[src/rtl/p2s_transmitter.sv]
// Parallel-to-serial transmitter: shifts words out MSB first with a generated serial clock,
// a one-deep holding register for the next word, and an idle gap after every word.
module p2s_transmitter #(
  parameter int DATA_W   = 8,
  parameter int HALF_PER = 2,
  parameter int GAP_CYC  = 4
) (
  input  logic              iclk,
  input  logic              rstn,
  input  logic [DATA_W-1:0] tx_data,
  input  logic              tx_valid,
  output logic              tx_ready,
  output logic              sclk_out,
  output logic              serial_out,
  output logic              busy,
  output logic              word_done
);

  localparam int HW = $clog2(HALF_PER) + 1;
  localparam int BW = $clog2(DATA_W);
  localparam int GW = $clog2(GAP_CYC) + 1;

  localparam logic [HW-1:0] HALF_LAST = HW'(HALF_PER - 1);
  localparam logic [BW-1:0] BIT_LAST  = BW'(DATA_W - 1);
  localparam logic [GW-1:0] GAP_LAST  = GW'(GAP_CYC - 1);

  typedef enum logic [1:0] {IDLE, SHIFT_LO, SHIFT_HI, GAP} state_t;

  state_t            state,      state_nx;
  logic [DATA_W-1:0] hold,       hold_nx;
  logic              hold_valid, hold_valid_nx;
  logic [DATA_W-1:0] shreg,      shreg_nx;
  logic [BW-1:0]     bit_cnt,    bit_cnt_nx;
  logic [HW-1:0]     half_cnt,   half_cnt_nx;
  logic [GW-1:0]     gap_cnt,    gap_cnt_nx;
  logic              sclk_nx, serial_nx, done_nx;

  assign tx_ready = !hold_valid;
  assign busy     = (state != IDLE) || hold_valid;

  always_ff @(posedge iclk or negedge rstn) begin
    if (!rstn) begin
      state      <= IDLE;
      hold       <= '0;
      hold_valid <= 1'b0;
      shreg      <= '0;
      bit_cnt    <= '0;
      half_cnt   <= '0;
      gap_cnt    <= '0;
      sclk_out   <= 1'b0;
      serial_out <= 1'b0;
      word_done  <= 1'b0;
    end else begin
      state      <= state_nx;
      hold       <= hold_nx;
      hold_valid <= hold_valid_nx;
      shreg      <= shreg_nx;
      bit_cnt    <= bit_cnt_nx;
      half_cnt   <= half_cnt_nx;
      gap_cnt    <= gap_cnt_nx;
      sclk_out   <= sclk_nx;
      serial_out <= serial_nx;
      word_done  <= done_nx;
    end
  end

  always_comb begin
    state_nx      = state;
    hold_nx       = hold;
    hold_valid_nx = hold_valid;
    shreg_nx      = shreg;
    bit_cnt_nx    = bit_cnt;
    half_cnt_nx   = half_cnt;
    gap_cnt_nx    = gap_cnt;
    done_nx       = 1'b0;

    case (state)
      IDLE: begin
        if (hold_valid) begin
          shreg_nx      = hold;
          hold_valid_nx = 1'b0;
          bit_cnt_nx    = '0;
          half_cnt_nx   = '0;
          state_nx      = SHIFT_LO;
        end
      end
      SHIFT_LO: begin
        if (half_cnt == HALF_LAST) begin
          half_cnt_nx = '0;
          state_nx    = SHIFT_HI;
        end else begin
          half_cnt_nx = half_cnt + HW'(1);
        end
      end
      SHIFT_HI: begin
        if (half_cnt == HALF_LAST) begin
          half_cnt_nx = '0;
          if (bit_cnt == BIT_LAST) begin
            done_nx    = 1'b1;
            gap_cnt_nx = '0;
            state_nx   = GAP;
          end else begin
            shreg_nx   = {shreg[DATA_W-2:0], 1'b0};
            bit_cnt_nx = bit_cnt + BW'(1);
            state_nx   = SHIFT_LO;
          end
        end else begin
          half_cnt_nx = half_cnt + HW'(1);
        end
      end
      GAP: begin
        if (gap_cnt == GAP_LAST) begin
          gap_cnt_nx = '0;
          state_nx   = IDLE;
        end else begin
          gap_cnt_nx = gap_cnt + GW'(1);
        end
      end
      default: state_nx = IDLE;
    endcase

    // Accept only while hold is empty; the IDLE drain above never coincides with this
    if (tx_valid && !hold_valid) begin
      hold_nx       = tx_data;
      hold_valid_nx = 1'b1;
    end

    // Outputs are registered from the next state so the MSB appears right after the load edge
    sclk_nx   = (state_nx == SHIFT_HI);
    serial_nx = ((state_nx == SHIFT_LO) || (state_nx == SHIFT_HI)) ? shreg_nx[DATA_W-1] : 1'b0;
  end

endmodule

[config.mk]
export PLATFORM = sky130hd
export DESIGN_NAME = p2s_transmitter
export DESIGN_NICKNAME = d
export VERILOG_FILES = /design/src/rtl/p2s_transmitter.sv
export SDC_FILE = /design/constraint.sdc
export NUM_CORES = 1
export LEC_CHECK = 0
export ABC_AREA = 0
export BUFFER_PORTS_ARGS = -buffer_cell sky130_fd_sc_hd__buf_2
export CAP_MARGIN = 20
export CORE_MARGIN = 2
export CORE_UTILIZATION = 60
export CTS_CLUSTER_DIAMETER = 150
export DETAILED_ROUTE_END_ITERATION = 8
export GPL_TIMING_DRIVEN = 0
export PLACE_DENSITY = 0.77
export SLEW_MARGIN = 0
export SYNTH_ARGS = -nofsm -noshare
export SYNTH_HDL_FRONTEND = slang
export SYNTH_SLANG_ARGS = --single-unit
[constraint.sdc]
create_clock -name iclk -period 3.2 [get_ports iclk]
set_clock_uncertainty 0.1 [all_clocks]
set_input_delay 0 -clock iclk [delete_from_list [all_inputs] [get_ports iclk]]
set_output_delay 0 -clock iclk [all_outputs]
set_load 0.02 [all_outputs]
==> metrics.txt, run 1 <==
io pins 16; initial antenna violation count 0; Vias 1084; Final setup viols 0; clk_lat worst skew 0.34 ns; Reg clk slew, reported paths 0.10 ns; ANT cells 0; DRT Wirelength 3000 um; Root Driver clkbuf_4; HPWL after DPL 2110 um; Arr. time, crit path 2.33 ns; Post-CTS Setup Bufs 0; Die W 55.2 um; H-tree levels 2; Worst R2R Path Depth 7; drt drc 0; Top FF cell, synth dfrtp_1; Synth warnings 0; pin count of the biggest net entering global routing 31; hold path cells 4; status completed; post_cts resized 0; final hold viol count 0; global-route usage over all layers 21.5%; first-pass GRT wire length 4970 um; LEAKAGE 0.900 nW; fmax 0.453 GHz; Port Buf Inserts 15; dpl cell area 1690 sq um; drt wl/cell 15.5 um; worst hold-check path type in -> reg; Vias/cell 5.59; Final Cycle Share 69.0%; post-layout power 1.63 mW; Netlist cell types 39; antenna viol nets, final 0; FF-to-FF Start bit_cnt[0]; max-slew violation count 0; syn_area_per_cell 11.9 sq um; hold wc startpoint tx_valid; Setup TNS 0 ns; drt pass-1 iters 4; reg2reg end shreg[5]; CTS Sinks 30; area grow syn2layout 16.9%; synthesized area 1570 sq um; Layout Nets 184; register area share after synthesis 47.7%; CTS tree yes; Max clock buf depth 2; die area 3050 sq um; layout cells sized above 1 29.9%; Hold Path End hold_valid; cts bufs inserted 5; number of synthesized flops with an enable pin 0; num rows 18; overall die height 55.2 um; power density over the cells 887 nW/um^2; crit start category flip-flop; R2R setup slack 0.99 ns; critical path capture point type flip-flop; final RePlAce weighted congestion 0.774; Final Hold Slack 0.105 ns; syn nets 153; number of synthesized register bits 30; Slew @ Worst Pin 0.648 ns; Tmin final 2.21 ns; Finished Cell Area 1840 sq um; Mapped Cells 132; max capacitance violation total 0; RSZ-0062 raised after global routing no; critical path peak fanout 10; Worst EP required 3.33 ns; vias in the first global route 1070; GR Overflow Total 0; Async SR Flop Fraction 100%; Max VDD drop 669 uV; first-iteration detailed-routing DRC count 16; CORE AREA 2480 sq um; Slew headroom 56.8%; initial core utilization 63.5%; WS Path Type reg -> reg
[layout make-up]
cell class | count | area [sq um]
repair buffers | 24 | 165
inverters | 9 | 33.8
clock inverters | 2 | 12.5
well taps | 30 | 37.5
flip-flops and latches | 30 | 751
multi-input cells | 86 | 741
fillers | 180 | 637
clock buffers | 6 | 51.3
plain buffers | 7 | 48.8
[metal layers]
layer,routed length [um],track usage (%)
met4,70,9.76
met1,1380,27.8
met5,0,0
met2,1430,32.1
met3,121,7.96
[cell usage after synthesis (3+ instances only)]
cell type / n / area [sq um]
ha_1: 10 / 125
nand4_1: 3 / 18.8
nor2b_1: 5 / 31.3
nand2_1: 4 / 15.0
mux2_4: 4 / 60.1
a22o_2: 4 / 40.0
a21oi_1: 3 / 15.0
buf_2: 3 / 15.0
inv_1: 9 / 33.8
o21ai_1: 3 / 15.0
mux2_2: 11 / 124
dfrtp_1: 30 / 751
nand2b_1: 5 / 31.3
[cell families (layout without fill, tap and decap cells)]
group                      count (synthesis)  after routing  synth area share (%)
buffers and inverters                     16             48                  5.25
DFF                                       30             30                  47.7
AOI/OAI and AO/OA                         30             30                  14.2
and+or+nand+nor                           29             29                  11.8
muxes                                     17             17                  13.0
adders and majority gates                 10             10                  7.95
[how the worst max path moves through the flow]
| stage | start | endpoint | slack [ns] | cells past startpoint |
|---|---|---|---|---|
| floorplan | bit_cnt[0] | shreg[5] | 1.18 | 7 |
| global placement | bit_cnt[0] | shreg[5] | 1.05 | 7 |
| detailed placement | bit_cnt[0] | shreg[5] | 0.97 | 7 |
| CTS | bit_cnt[0] | shreg[5] | 0.97 | 7 |
| global route | bit_cnt[0] | shreg[5] | 0.89 | 7 |
| finish | bit_cnt[0] | shreg[5] | 0.99 | 7 |
[cells in the final DEF, fill, tap and decap left out, types with 5 or more instances in the layout]
cell type,instances
nand2b_1,5
mux2_2,11
nor2b_1,5
buf_2,18
dlygate4sd3_1,9
clkbuf_4,5
ha_1,10
inv_1,9
dfrtp_1,30
[critical path: stages (launching register included)]
cell and delay [ns]:
dfrtp_1 0.39, ha_1 0.23, ha_1 0.28, nor4bb_4 0.29, buf_6 0.18, o21a_1 0.14
buf_6 0.16, mux2_1 0.34
[timing repair]
action	CTS	global route
endpoints found under the setup margin	0	0
hold endpoints to repair	38	0
hold buffers	9	0
[flip-flops by register name, summed over array words and instances, names as in the netlist]
| signal | flops |
|---|---|
| shreg | 8 |
| hold | 8 |
| state | 2 |
| bit_cnt | 3 |
| word_done | 1 |
| half_cnt | 2 |
| serial_out | 1 |
| sclk_out | 1 |
| hold_valid | 1 |
| gap_cnt | 3 |
[per-stage QoR]
step	utilization (%)	std cells	worst slack, ns
floorplan	-	132	1.18
global placement	68.1	177	1.05
detailed placement	68.1	177	0.974
CTS	74.3	194	0.971
global route	74.3	194	0.885
finish	74.3	194	0.992
[power by group]
part / internal (mW) / switching [mW]
registers: 0.514 / 0.0817
clock network: 0.105 / 0.138
logic: 0.395 / 0.399
total: 1.02 / 0.618
Power figures use the tool's default switching activity.
==> run 2, diff against run 1 <==
--- a/config.mk
+++ b/config.mk
@@ -5,15 +5,15 @@
 export SDC_FILE = /design/constraint.sdc
 export NUM_CORES = 1
 export LEC_CHECK = 0
-export ABC_AREA = 0
+export ABC_AREA = 1
 export BUFFER_PORTS_ARGS = -buffer_cell sky130_fd_sc_hd__buf_2
 export CAP_MARGIN = 20
 export CORE_MARGIN = 2
-export CORE_UTILIZATION = 60
+export CORE_UTILIZATION = 57
 export CTS_CLUSTER_DIAMETER = 150
 export DETAILED_ROUTE_END_ITERATION = 8
 export GPL_TIMING_DRIVEN = 0
-export PLACE_DENSITY = 0.77
+export PLACE_DENSITY = 0.74
 export SLEW_MARGIN = 0
 export SYNTH_ARGS = -nofsm -noshare
 export SYNTH_HDL_FRONTEND = slang
==> constraint.sdc (replaced) <==
create_clock -name iclk -period 2.3 [get_ports iclk]
set_clock_uncertainty 0.1 [all_clocks]
set_input_delay 0 -clock iclk [delete_from_list [all_inputs] [get_ports iclk]]
set_output_delay 0 -clock iclk [all_outputs]
set_load 0.02 [all_outputs]
==> metrics.txt, run 2 <==
critical path peak fanout 10 (unchanged); slowest stage delay, CP 0.55 ns (+0.16 ns); critical path capture point type flip-flop; cts bufs inserted 5 (unchanged); Mapped Cells 167 (+27%); Slew @ Worst Pin 0.655 ns (+0.00685 ns); GR Overflow Total 0 (unchanged); max-slew violation count 0 (unchanged); global-route usage over all layers 22.0% (+0.48 points); Port Buf Inserts 15 (unchanged); leading cell types by count after synthesis nand2_1, dfrtp_1, inv_1; die area 3080 sq um (+1.1%); placed cells 212 (+20%); area leader, netlist dfrtp_1; worst hold-check path type in -> async; max capacitance violation total 0 (unchanged); ANT cells 0 (unchanged); drt pass-1 iters 4 (unchanged); most frequent cells in the layout nand2_1, dfrtp_1, buf_2, inv_1, dlygate4sd3_1; crit path capture hold[7]; R2R setup slack 0.19 ns (-0.80 ns); Root Driver clkbuf_4; status completed; largest cells by area after synthesis dfrtp_1, nand2_1, ha_1, mux2_2, inv_1; initial core utilization 60.5% (-3.0 points); CTS tree yes; H-tree levels 2 (unchanged); overall die height 55.5 um (+0.53%); Vias 1178 (+8.7%); Max clock buf depth 2 (unchanged); number of synthesized register bits 30 (unchanged); register area share after synthesis 49.6% (+1.9 points); Worst EP required 2.42 ns (-0.91 ns); first-pass GRT wire length 5290 um (+6.4%); Arr. time, crit path 2.23 ns (-0.10 ns); syn_area_per_cell 9.06 sq um (-24%); antenna viol nets, final 0 (unchanged); Slew headroom 56.3% (-0.46 points); LEAKAGE 0.969 nW (+7.6%); syn nets 188 (+23%); sequential cell area 751 sq um (unchanged); CP max stage cell dlygate4sd3_1; fmax 0.474 GHz (+4.7%); DRT Wirelength 2840 um (-5.3%); io pins 16 (unchanged); Worst R2R Path Depth 6 (-1); power density over the cells 1270 nW/um^2 (+44%); first-iteration detailed-routing DRC count 37 (+21); num rows 18 (unchanged); Final setup viols 0 (unchanged); CORE AREA 2500 sq um (+0.91%); Top FF cell, synth dfrtp_1; final hold viol count 0 (unchanged); HPWL after DPL 2000 um (-5.3%); WS Path Type reg -> reg; pin count of the biggest net entering global routing 31 (unchanged); crit start category flip-flop; fin cells 232 (+20%); Async SR Flop Fraction 100% (unchanged); fill cell count 181 (+0.56%); final RePlAce weighted congestion 0.798 (+3.1%); layout cells sized above 1 23.3% (-6.6 points); drt drc 0 (unchanged); post-synth top area share 49.6% (+1.9 points); CP cell instances inv_2, nand2_4, nor2_1, dlygate4sd3_1, a21oi_1, dlygate4sd3_1; Layout Nets 222 (+21%); Die W 55.5 um (+0.53%); Vias/cell 5.08 (-9.1%); Final Cycle Share 91.7% (+23 points); synthesized area 1510 sq um (-3.9%); Tmin final 2.11 ns (-0.0981 ns); Netlist cell types 18 (-54%); reg2reg end hold[7]; initial antenna violation count 0 (unchanged); RSZ-0062 raised after global routing no; Synth warnings 0 (unchanged); area grow syn2layout 20.9%; CTS Sinks 30 (unchanged); drt wl/cell 12.2 um (-21%); CP dominant cell by count dlygate4sd3_1; Setup TNS 0 ns (unchanged); Critical Path Start hold_valid; Reg clk slew, reported paths 0.10 ns (about the same); count leader, synth nand2_1; commonest non-fill, non-tap cell in the layout nand2_1; clk_lat worst skew 0.33 ns (about the same); FF-to-FF Start hold_valid; number of synthesized flops with an enable pin 0 (unchanged); Max VDD drop 1120 uV (+67%); vias in the first global route 1217 (+14%); Largest regs hold (8), shreg (8); footprint of the multi-input gates 677 sq um (-8.6%)
run 2: cell types whose count changed in the layout (fill, tap and decap cells not counted), sizes merged, moves of 5 or more:
cell,delta
mux2,-9
nor2b,-5
a21oi,+7
a22o,-6
nand2,+52
nor2,+11
nand3,+9
inv,+9
nand2b,-5
run 2: repair_timing:
| item | CTS | global route |
|---|---|---|
| gates resized for setup | 0 | 2 |
| hold buffers | 12 | 0 |
| endpoints found under the setup margin | 0 | 1 |
| endpoints found under the hold margin | 39 | 0 |
| buffers inserted | 0 | 0 |
run 2: how the worst min path moves through the flow:
| stage | cells past startpoint | end | start |
|---|---|---|---|
| 2_1_floorplan | 0 | bit_cnt[0] | rstn |
| 3_3_place_gp | 1 | gap_cnt[2] | rstn |
| 3_5_place_dp | 1 | gap_cnt[1] | rstn |
| 4_1_cts | 2 | state[0] | rstn |
| 5_1_grt | 2 | shreg[0] | rstn |
| 6_report | 2 | sclk_out | rstn |
run 2: layout make-up:
class	count	share of cell area, %
multi-input combinational	117	37.0
tap	30	2.05
inverter	18	3.69
buffer	2	1.23
clock inverter	2	2.05
clock buffer	6	2.26
sequential	30	41.0
timing repair buffer	27	10.7
run 2: cells by family (layout without fill, tap and decap cells):
kind of cell | Yosys count | after routing | synth area share [%]
compound gates | 19 | 19 | 7.53
fa+ha+maj | 10 | 10 | 8.27
buf+inv | 20 | 55 | 5.95
flops | 30 | 30 | 49.6
mux | 7 | 7 | 5.21
simple gates | 81 | 81 | 23.4
run 2: routing by layer:
metal,GRT usage (%),share of wire [%]
met3,7.96,4.6
met4,7.32,1.9
met5,0,0
met1,28.2,46
met2,34.5,47
run 2: critical path, delay by kind of cell (launching register included):
family | cells | cell delay (ns)
compound gates | 1 | 0.04
buf+inv | 3 | 1.21
flops | 1 | 0.44
simple gates | 2 | 0.21
run 2: where the power goes:
| group | internal [mW] | switching [mW] |
|---|---|---|
| clock network | 0.229 | 0.188 |
| logic | 0.413 | 0.660 |
| registers | 0.724 | 0.117 |
| total | 1.37 | 0.965 |
run 2: per-stage QoR:
step	hold slack [ns]	power [mW]	worst slack, ns	util, %	area (sq um)
2_1_floorplan	-0.396	1.64	0.521	-	1510
3_3_place_gp	-0.0425	1.84	0.316	65.0	1630
3_5_place_dp	-0.0309	1.89	0.283	65.0	1630
4_1_cts	0.146	2.33	0.106	73.0	1820
5_1_grt	0.178	2.54	0.0641	73.2	1830
6_report	0.125	2.33	0.190	73.2	1830
==> run 3, diff against run 2 <==
--- a/config.mk
+++ b/config.mk
@@ -14,6 +14,7 @@
 export DETAILED_ROUTE_END_ITERATION = 8
 export GPL_TIMING_DRIVEN = 0
 export PLACE_DENSITY = 0.74
+export RECOVER_POWER = 50
 export SLEW_MARGIN = 0
 export SYNTH_ARGS = -nofsm -noshare
 export SYNTH_HDL_FRONTEND = slang
==> metrics.txt, run 3 (synthesized netlist as in run 2, its figures left out) <==
Tmin final 2.11 ns (+0.0000910 ns); area grow syn2layout 20.7%; drt wl/cell 12.2 um (about the same); HPWL after DPL 2000 um (unchanged); most frequent cells in the layout nand2_1, dfrtp_1, inv_1, dlygate4sd3_1, buf_2; RSZ-0062 raised after global routing no; io pins 16 (unchanged); pin count of the biggest net entering global routing 31 (unchanged); Worst EP required 2.42 ns (about the same); GR Overflow Total 0 (unchanged); Max VDD drop 1120 uV (about the same); vias in the first global route 1217 (unchanged); CTS tree yes; CORE AREA 2500 sq um (unchanged); worst hold-check path type in -> reg; die area 3080 sq um (unchanged); LEAKAGE 0.958 nW (-1.2%); drt pass-1 iters 4 (unchanged); crit start category flip-flop; Final setup viols 0 (unchanged); global-route usage over all layers 22.0% (unchanged); num rows 18 (unchanged); Layout Nets 222 (unchanged); first-iteration detailed-routing DRC count 35 (-5.4%); power density over the cells 1280 nW/um^2 (+0.14%); uppermost layer routed met4; Final Cycle Share 91.7% (about the same); status complete, but fails checks; CTS Sinks 30 (unchanged); ANT cells 0 (unchanged); Port Buf Inserts 15 (unchanged); commonest non-fill, non-tap cell in the layout nand2_1; Largest regs hold (8), shreg (8); max-slew violation count 31 (+31); WS Path Type reg -> reg; Metal-1 WL 1320 um (+0.53%); overall die height 55.5 um (unchanged); final core occ 73.0% (-0.15 points); clk_lat worst skew 0.33 ns (about the same); Met2 Routed Length 1330 um (-0.37%); Slew headroom -4.43% (-61 points); fmax 0.474 GHz (about the same); Slew @ Worst Pin 1.57 ns (+0.911 ns); Die W 55.5 um (unchanged); final hold viol count 0 (unchanged); H-tree levels 2 (unchanged); drt drc 0 (unchanged); critical path peak fanout 10 (unchanged); max capacitance violation total 1 (+1); DRT Wirelength 2840 um (about the same); failing checks capacitance limit, slew limit; Max clock buf depth 2 (unchanged); Vias/cell 5.06 (-0.42%); Arr. time, crit path 2.23 ns (about the same); cts bufs inserted 5 (unchanged); first-pass GRT wire length 5290 um (unchanged); antenna viol nets, final 0 (unchanged); initial core utilization 60.5% (unchanged); critical path capture point type flip-flop; final RePlAce weighted congestion 0.798 (unchanged); initial antenna violation count 0 (unchanged); Root Driver clkbuf_4; wire length on met3 126 um (-3.8%); Reg clk slew, reported paths 0.10 ns (about the same); layout cells sized above 1 21.8% (-1.5 points); Vias 1173 (-0.42%); Setup TNS 0 ns (unchanged)
run 3: metal layers:
metal | global-route usage [%] | vias to the layer above
li1 | - | 596
met1 | 28.2 | 545
met2 | 34.5 | 25
met3 | 7.96 | 7
met4 | 7.32 | 0
met5 | 0 | -
run 3: what timing repair did:
action                                 in CTS  in global routing
setup buffers                               0                  0
endpoints found under the hold margin      39                  0
setup endpoints to repair                   0                  1
gates resized for setup                     0                  2
hold buffers                               12                  0
run 3: final timing paths:
| path | from | to | slack [ns] | cells after the start |
|---|---|---|---|---|
| min reg2reg | shreg[1] | shreg[1] | 0.39 | 2 |
| max in group asynchronous | rstn | bit_cnt[0] | 0.71 | 2 |
| max reg2reg | hold_valid | hold[7] | 0.19 | 6 |
| max | hold_valid | hold[7] | 0.19 | 6 |
| min in group asynchronous | rstn | gap_cnt[1] | 0.49 | 2 |
| min | tx_data[0] | hold[0] | 0.34 | 3 |
run 3: report_power, final:
group	internal, mW	switching, mW
clock network	0.229	0.188
logic	0.411	0.660
registers	0.724	0.117
run 3: worst max-delay path: stages (launching register included):
cell and delay [ns]:
dfrtp_1 0.44, inv_2 0.11, nand2_4 0.10, nor2_1 0.11, dlygate4sd3_1 0.55, a21oi_1 0.04
dlygate4sd3_1 0.55
run 3: area by class of cell:
type	count	area (sq um)
timing repair buffer	27	191
clock inverter	2	37.5
inverter	18	67.6
clock buffer	6	41.3
tap	30	37.5
fill	182	674
sequential	30	751
buffer	2	22.5
multi-input combinational	117	677
run 3: metrics by stage:
| step | hold WS [ns] | instances | power [mW] | setup WS [ns] | cell area [sq um] |
|---|---|---|---|---|---|
| floorplan | -0.396 | 167 | 1.64 | 0.521 | 1510 |
| global placement | -0.0425 | 212 | 1.84 | 0.316 | 1630 |
| detailed placement | -0.0309 | 212 | 1.89 | 0.283 | 1630 |
| CTS | 0.146 | 232 | 2.33 | 0.106 | 1820 |
| global route | 0.343 | 232 | 2.54 | 0.0641 | 1830 |
| finish | 0.335 | 232 | 2.33 | 0.190 | 1830 |
